File: config.mk
export PLATFORM = sky130hd
export DESIGN_NAME = life_step_engine
export DESIGN_NICKNAME = d
export VERILOG_FILES = /design/src/rtl/life_step_engine.sv
export SDC_FILE = /design/constraint.sdc
export NUM_CORES = 2
export LEC_CHECK = 0
export CAP_MARGIN = 40
export CORE_MARGIN = 4
export CORE_UTILIZATION = 45
export CTS_BUF_LIST = sky130_fd_sc_hd__clkbuf_8
export CTS_CLUSTER_DIAMETER = 100
export DETAILED_ROUTE_END_ITERATION = 8
export PLACE_DENSITY = 0.63
export SYNTH_ARGS = -nofsm -noshare
export SYNTH_HDL_FRONTEND = slang
export SYNTH_SLANG_ARGS = --single-unit
File: constraint.sdc
create_clock -name clk -period 10.5 [get_ports clk]
set_input_delay 3.15 -clock clk [delete_from_list [all_inputs] [get_ports clk]]
set_output_delay 3.15 -clock clk [all_outputs]
set_load 0.03 [all_outputs]
File: src/rtl/life_step_engine.sv
// life_step_engine: streaming Conway B3/S23 next-generation engine over a WORDS x ROWS bit frame
module life_step_engine #(
  parameter int WORDS = 40,
  parameter int ROWS = 480
) (
  input  logic        clk,
  input  logic        rst,
  input  logic        frameStart,
  input  logic        inValid,
  output logic        inReady,
  input  logic [15:0] inData,
  output logic        outValid,
  input  logic        outReady,
  output logic [15:0] outData,
  output logic [8:0]  outRow,
  output logic [5:0]  outWord,
  output logic        frameDone
);
  localparam int AW = $clog2(WORDS);
  localparam int CW = $clog2(WORDS + 2);
  localparam logic [CW-1:0] WN = CW'(WORDS);
  localparam logic [CW-1:0] WL = CW'(WORDS - 1);
  localparam logic [CW-1:0] WE = CW'(WORDS + 1);
  localparam logic [8:0] RL = 9'(ROWS - 1);
  typedef enum logic [1:0] {RUN, COL_FLUSH, ROW_FLUSH} state_t;
  state_t state;
  logic arm;
  logic [CW-1:0] w, ow;
  logic [8:0] r, orow;
  logic [15:0] ct, cm, cb, na, nb, nc, nxt;
  logic lt, lm, lb;
  logic [15:0] line_a [WORDS];
  logic [15:0] line_b [WORDS];
  logic [AW-1:0] idx;
  logic [17:0] et, em, eb;
  logic [3:0] n;
  logic adv, fs, acc, flush, tz, lz, ld, sh;
  always_comb begin
    adv = !outValid || outReady;
    fs = frameStart || !arm;
    inReady = arm && state == RUN && adv;
    acc = inReady && inValid && !frameStart;
    idx = w < WN ? w[AW-1:0] : '0;
    na = line_a[idx];
    nb = line_b[idx];
    nc = state == ROW_FLUSH ? 16'h0 : inData;
    flush = state == COL_FLUSH || (state == ROW_FLUSH && w == WN);
    orow = state == ROW_FLUSH ? RL : r - 9'd1;
    ow = flush ? WL : w - CW'(1);
    tz = orow == 9'd0;
    lz = ow == '0;
    et = tz ? '0 : {!flush && na[0], ct, lt && !lz};
    em = {!flush && nb[0], cm, lm && !lz};
    eb = {!flush && nc[0], cb, lb && !lz};
    nxt = '0;
    n = '0;
    for (int i = 0; i < 16; i++) begin
      n = 4'(et[i]) + 4'(et[i+1]) + 4'(et[i+2]) + 4'(em[i]) + 4'(em[i+2]) + 4'(eb[i]) + 4'(eb[i+1]) + 4'(eb[i+2]);
      nxt[i] = n == 4'd3 || (em[i+1] && n == 4'd2);
    end
    ld = !fs && ((state == RUN && acc && r != '0 && w != '0) || (state == COL_FLUSH && adv) ||
                 (state == ROW_FLUSH && adv && w != '0 && w != WE));
    sh = !fs && ((state == RUN && acc) || (state == ROW_FLUSH && adv && w < WN));
  end
  always_ff @(posedge clk or negedge rst)
    if (!rst) begin
      state <= RUN;
      arm <= 1'b0;
      w <= '0;
      r <= '0;
      {ct, cm, cb, lt, lm, lb} <= '0;
      outValid <= 1'b0;
      outData <= '0;
      outRow <= '0;
      outWord <= '0;
      frameDone <= 1'b0;
    end else begin
      arm <= 1'b1;
      frameDone <= 1'b0;
      if (outValid && outReady) outValid <= 1'b0;
      if (ld) begin
        outValid <= 1'b1;
        outData <= nxt;
        outRow <= orow;
        outWord <= 6'(ow);
      end
      if (sh) begin
        {lt, lm, lb} <= {ct[15], cm[15], cb[15]};
        {ct, cm, cb} <= {na, nb, nc};
      end
      if (fs) begin
        state <= RUN;
        w <= '0;
        r <= '0;
        {ct, cm, cb, lt, lm, lb} <= '0;
        outValid <= 1'b0;
      end else
        case (state)
          RUN: if (acc) begin
            w <= w == WL ? '0 : w + CW'(1);
            if (w == WL && r == '0) r <= 9'd1;
            if (w == WL && r != '0) state <= COL_FLUSH;
          end
          COL_FLUSH: if (adv) begin
            state <= r == RL ? ROW_FLUSH : RUN;
            r <= r == RL ? r : r + 9'd1;
          end
          default: if (w == WE) begin
            if (outValid && outReady) begin
              frameDone <= 1'b1;
              state <= RUN;
              w <= '0;
              r <= '0;
            end
          end else if (adv) w <= w + CW'(1);
        endcase
    end
  always_ff @(posedge clk)
    if (acc) begin
      line_a[idx] <= nb;
      line_b[idx] <= inData;
    end
endmodule

# Word-level counts from Yosys, hierarchy flattened
# Memories as Yosys holds them, arrays and structs flattened.
# Index checks and enable logic that the tools add are counted.
dict set report word_totals {
  register_bits 102
  mem_bits_rw 1280
  out_inout_bits 34
  elab_cells 312
  mem_count 2
}
# memory words word_bits read_ports rd_clocked_by_memory_dff wr line_no
set mem_list {}
lappend mem_list {line_a 40 16 1 0 1 32} ;# logic [15:0] line_a [WORDS];
lappend mem_list {line_b 40 16 1 0 1 33} ;# logic [15:0] line_b [WORDS];
dict set report classes {
  n_addsub 116
  magnitude_cmp 1
  n_eq_ne 46
  muxes 49
  reduce_logical 83
}
# cell count
set ops {}
lappend ops {{$add 4x1->4} 64}
lappend ops {{$eq 4x2->1 const B} 32}
lappend ops {{$mux 16} 7}
lappend ops {{$mux 9} 8}
lappend ops {{$add 3x1->4} 16}
lappend ops {{$add 2x1->3} 16}
lappend ops {{$mux 6} 8}
lappend ops {{$logic_and 1x1->1} 40}
lappend ops {{$add 1x1->2} 16}
lappend ops {{$logic_or 1x1->1} 22}
lappend ops {{$eq 6x6->1 const B} 3}
lappend ops {{$logic_not 9->1} 2}
lappend ops {{$mux 18} 1}
lappend ops {{$pmux 9 s2} 1}
lappend ops {{$mux 1} 15}
lappend ops {{$mux 2} 7}
lappend ops {{$pmux 6 s2} 1}
lappend ops {{$reduce_bool 4->1} 3}
lappend ops {{$add 9x1->9 const B} 1}
lappend ops {{$eq 9x9->1 const B} 1}
lappend ops {{$ne 3x3->1 const B} 3}
lappend ops {{$reduce_bool 9->1} 1}
lappend ops {{$sub 9x1->9 const B} 1}
lappend ops {{$add 6x1->6 const B} 1}
lappend ops {{other kinds (19)} 25}

# Longest topological paths before layout
dict set report logic_depth {
  word_depth 18
  mapped_depth 24
  mapped_depth_nobuf 21
}

# Worst setup path after synthesis
# OpenSTA, ideal clock, no wires.
dict set report synth_path {
  path_type {input to output}
  start {input outReady}
  end {output inReady}
  arrival_time_ns 3.627
  t_required_ns 7.350
  path_slack_ns 3.723
  path_stages 2
  path_buffers 0
  path_cell_list {nand2b_1 > and3_1}
}
dict set report synth_between {
  elab_chain_cells 2
}
# element line_no
set synth_lines {}
lappend synth_lines {{start: declaration} 13} ;# input logic outReady,
lappend synth_lines {{$logic_or 1x1->1} 39} ;# adv = !outValid || outReady;
lappend synth_lines {{$logic_and 1x1->1} 41} ;# inReady = arm && state == RUN && adv;
lappend synth_lines {{end: declaration} 10} ;# output logic inReady,
# No other way between the ends.

# Final worst setup path
# Ends and elaborated chain as after synthesis.

==> impl_results.rst <==
.. list-table::
   :header-rows: 1

   * - Metric
     - Value
   * - Clock tree from TritonCTS
     - done
   * - Number of storage elements in the synthesis netlist
     - 1382
   * - Result of the run
     - finished, final reports clean
   * - Startpoint class of the critical path
     - input pin
   * - Static leakage
     - 21.3 nW
   * - Peak per-stage delay on the critical path
     - ~0.68 ns
   * - Critical path type
     - input pin to output pin
   * - Cts-stage hold buffer count
     - 0
   * - Number of nets in the synthesized netlist
     - 3580
   * - Number of warnings issued by yosys
     - 0
   * - Clk sink count
     - 1382
   * - Worst Skew
     - 0.0769 ns
   * - Area of the die
     - ~130000 um2
   * - Total DRC errors in the routed layout
     - 0
   * - GR Util All Layers
     - approximately 25%
   * - Maximum number of pins on one net before global-route repair
     - 102
   * - Netlist area before placement
     - 55900 um2
   * - Effective utilization at floorplan
     - 45.2%
   * - Setup TNS
     - 0 ns
   * - Global-route wire length before repair
     - 238 mm
   * - Period minus WS final
     - roughly 8 ns
   * - Power per unit of standard cell area
     - 175 nW/um2
   * - Drt first pass iters
     - 7
   * - Most area-hungry cell type in the Yosys netlist
     - edfxtp_1
   * - Syn avg cell area
     - 16.3 um2
   * - Post-CTS setup buffer count
     - 0
   * - Post-synth top flop
     - edfxtp_1
   * - Placed insts
     - 5072
   * - Non-filler cells, final
     - 5469
   * - Setup repair after global routing missed its margin
     - false
   * - Fillers
     - 10200
   * - Critical path's most frequent cell
     - clkdlybuf4s50_1
   * - Avg Vias per Cell
     - just over 6
   * - Worst min-delay path class
     - register to register
   * - Initial antenna violation count
     - 12
   * - Final Max Slew Viols
     - 0
   * - Clock slew at reported path FFs
     - 0.06 ns
   * - Part of the Yosys area used for sequential elements
     - roughly 73%
   * - Routed wire length per instance
     - 30.7 um
   * - WP buf/inv
     - 2
   * - Fmax
     - 127 MHz
   * - Core region area
     - 124000 um2
   * - Worst hold margin
     - 0.462 ns
   * - Data required, critical path
     - roughly 7.4 ns
   * - Reported max-cap violation count
     - 0
   * - Total power consumption of the routed design
     - between 10 and 15 mW
   * - Data arrival time of the critical path
     - roughly 4.7 ns
   * - Ordered cell list for the critical path
     - clkdlybuf4s50_1, nand2b_1, and3_1, clkdlybuf4s50_1
   * - Gate family responsible for the most delay along the worst path
     - buffers and inverters
   * - Hold violation total from the final report
     - 0
   * - Sw Pwr
     - 2.64 mW
   * - Clock group share of total power
     - between 30% and 40%
   * - Fraction of layout instances using a drive strength above 1
     - 16.0%
   * - Worst setup slack after placement
     - 2.66 ns
   * - IO Pins
     - 55
   * - Crit path capture type
     - output pin
   * - Comb power frac
     - under 10%
   * - Number of global-route vias before repair
     - 32900
   * - Number of setup violations in the final report
     - 0
   * - Slew at the pin closest to its max-slew limit
     - ~0.99 ns
   * - Max rail drop VDD
     - 0.153 mV
   * - Worst path slowest cell
     - clkdlybuf4s50_1
   * - Async set or reset register ratio after synthesis
     - 7.38%
   * - Net switching fraction of the power
     - a little under a quarter
   * - Slack of the critical path
     - approximately 2.6 ns
   * - Source-to-sink clock delay at the later pin of the worst-skew pair
     - 0.93 ns
   * - Area share of the leading cell type in the synthesized netlist
     - 68.7%
   * - Number of routed nets with antenna violations
     - 0
   * - Initial DRC Count
     - 5081
   * - Port bufs
     - 54
   * - Number of nets in the layout
     - 3793
   * - Number of synthesized flops with an enable pin
     - 1280
   * - Placed wire-length estimate
     - 101 mm
   * - Number of H-tree levels
     - 4
   * - Vertical extent of the die
     - roughly 360 um
   * - DIE WIDTH
     - around 360 um
   * - Number of distinct standard cells referenced by the synthesized netlist
     - 83
   * - GRT overflow
     - 0
   * - Final RePlAce weighted congestion
     - 0.861
   * - Total number of vias
     - about 34000
   * - Cts repair resizes
     - 0
   * - Detailed-route wire length
     - 168 mm
   * - Worst max-slew margin expressed relative to the limit
     - 33.6%
   * - Number of buffers created by CTS
     - about 220
   * - CP max FO
     - 4
   * - Row cnt
     - 129
   * - Internal Dissipation
     - 8.40 mW
   * - Synthesized netlist cell count
     - 3441
   * - Deepest clock path buffer count
     - 3
   * - Part of the total power dissipated in sequential elements
     - a little under three fifths
   * - Root Buffer Master
     - clkbuf_8
   * - Final worst-path cycle share
     - 74.8%
   * - Leading cell types by total area after synthesis
     - edfxtp_1 (69%), dfrtp_1 (4.6%), mux2i_1 (4.4%)
   * - Area Overhead vs Synth
     - 13.0%
layout make-up:
class                           count  area (um2)  area share (%)
Clock inverter                    159         771            1.22
Multi-Input combinational cell   1797       14200            22.5
Tap cell                         1637        2050            3.24
Timing Repair Buffer              198        1750            2.77
Sequential cell                  1382       41000            64.9
Inverter                           59         221           0.350
Clock buffer                      231        3180            5.03
Antenna cell                        6        15.0          0.0238
registers in the layout, indices dropped and copies added (netlist names), 2 cells and up:
name,cells
ct,16
outWord,6
state,2
cm,16
outData,16
line_b,640
line_a,640
outRow,9
r,9
cb,16
w,6
cells in the final DEF, fill, tap and decap left out, types with 31 or more instances in the layout:
cell type | synthesis | layout
nor2_1 | 138 | 91
nor3_1 | 37 | 32
a31oi_1 | 41 | 41
clkbuf_8 | 0 | 231
mux2i_1 | 247 | 247
dfrtp_1 | 102 | 99
a21oi_1 | 109 | 109
a22oi_1 | 81 | 81
a22o_1 | 47 | 47
inv_1 | 59 | 148
o22ai_1 | 100 | 99
ha_1 | 54 | 54
mux2_2 | 109 | 109
clkinv_1 | 0 | 40
clkdlybuf4s50_1 | 0 | 53
buf_4 | 18 | 133
nand3_1 | 54 | 54
edfxtp_1 | 1280 | 1280
fa_1 | 64 | 64
o21ai_0 | 86 | 86
a221oi_1 | 55 | 55
nor2_4 | 0 | 46
nand2_1 | 186 | 179
a222oi_1 | 31 | 31
routing by layer:
metal	global-route usage (%)	share of wire, %	up-vias	routed length, um
met5	0	0.014	-	24
met4	8.45	3.3	4	5530
met3	6.64	12	335	20800
met2	38.6	45	2141	75600
met1	35.7	39	17300	65800
li1	-	-	14100	-
final timing paths:
kind	startpoint	to	slack [ns]	depth (start not counted)
setup / recovery	outReady	inReady	2.64	4
hold / removal	outRow[5]$_DFFE_PN0P_	outRow[5]$_DFFE_PN0P_	0.46	2
setup reg to reg	w[0]$_DFFE_PN0P_	outData[15]$_DFFE_PN0P_	4.46	18
hold reg to reg	outRow[5]$_DFFE_PN0P_	outRow[5]$_DFFE_PN0P_	0.46	2
max in group asynchronous	rst	ct[1]$_DFFE_PN0P_	6.89	2
min in group asynchronous	rst	outValid$_DFFE_PN0P_	2.31	1
power by group through the flow:
stage / combinational (mW) / sequential (mW) / clock, mW
after floorplan: 0.386 / 6.23 / 0
after global placement: 0.715 / 6.23 / 0
after detailed placement: 0.733 / 6.23 / 0
after CTS: 0.735 / 6.11 / 4.23
after global routing: 0.788 / 6.11 / 4.49
final: 0.748 / 6.11 / 4.18
cells by family (layout without fill, tap and decap cells):
group / after synthesis / count (layout) / share of synthesized area (%)
AO/OA/AOI/OAI: 749 / 749 / 9.52
XOR/XNOR: 10 / 10 / 0.157
adder cells (fa/ha/maj): 118 / 118 / 3.50
buffers and inverters: 262 / 647 / 2.04
flip-flops: 1382 / 1382 / 73.3
multiplexers: 361 / 361 / 6.74
other: 1 / 7 / 0.00671
AND/OR/NAND/NOR: 558 / 558 / 4.74
per-stage QoR:
stage | util (%) | instance area, um2
2_1_floorplan | - | 55900
3_3_place_gp | 47.7 | 59000
3_5_place_dp | 47.9 | 59200
4_1_cts | 51.1 | 63200
5_1_grt | 51.1 | 63200
6_report | 51.1 | 63200
worst reg2reg max path: cells and delay by family, from the launching register on:
family,cells,cell delay (ns)
fa+ha+maj,4,1.66
buf+inv,5,1.79
simple gates,3,0.56
mux,1,0.33
compound gates,5,0.89
flops,1,0.73
Yosys cell counts (10+ instances only):
cell type / n
o22ai_1: 100
mux2i_1: 247
fa_1: 64
inv_1: 59
buf_1: 15
a21oi_1: 109
a22o_1: 47
o31ai_1: 10
a22oi_1: 81
a221oi_1: 55
ha_1: 54
dfrtp_1: 102
nand2b_1: 20
nor2_1: 138
o21ai_0: 86
clkbuf_1: 108
a31oi_1: 41
o2111ai_1: 26
o22a_1: 15
a221o_1: 10
a222oi_1: 31
o211ai_1: 13
o221ai_1: 12
nor2b_1: 13
o21ai_1: 21
and2_1: 24
o2bb2ai_1: 17
nand3_1: 54
nor3_1: 37
a211oi_1: 18
mux2_2: 109
buf_2: 60
nand2_1: 186
edfxtp_1: 1280
and3_1: 26
buf_4: 18
Power figures use the tool's default switching activity.
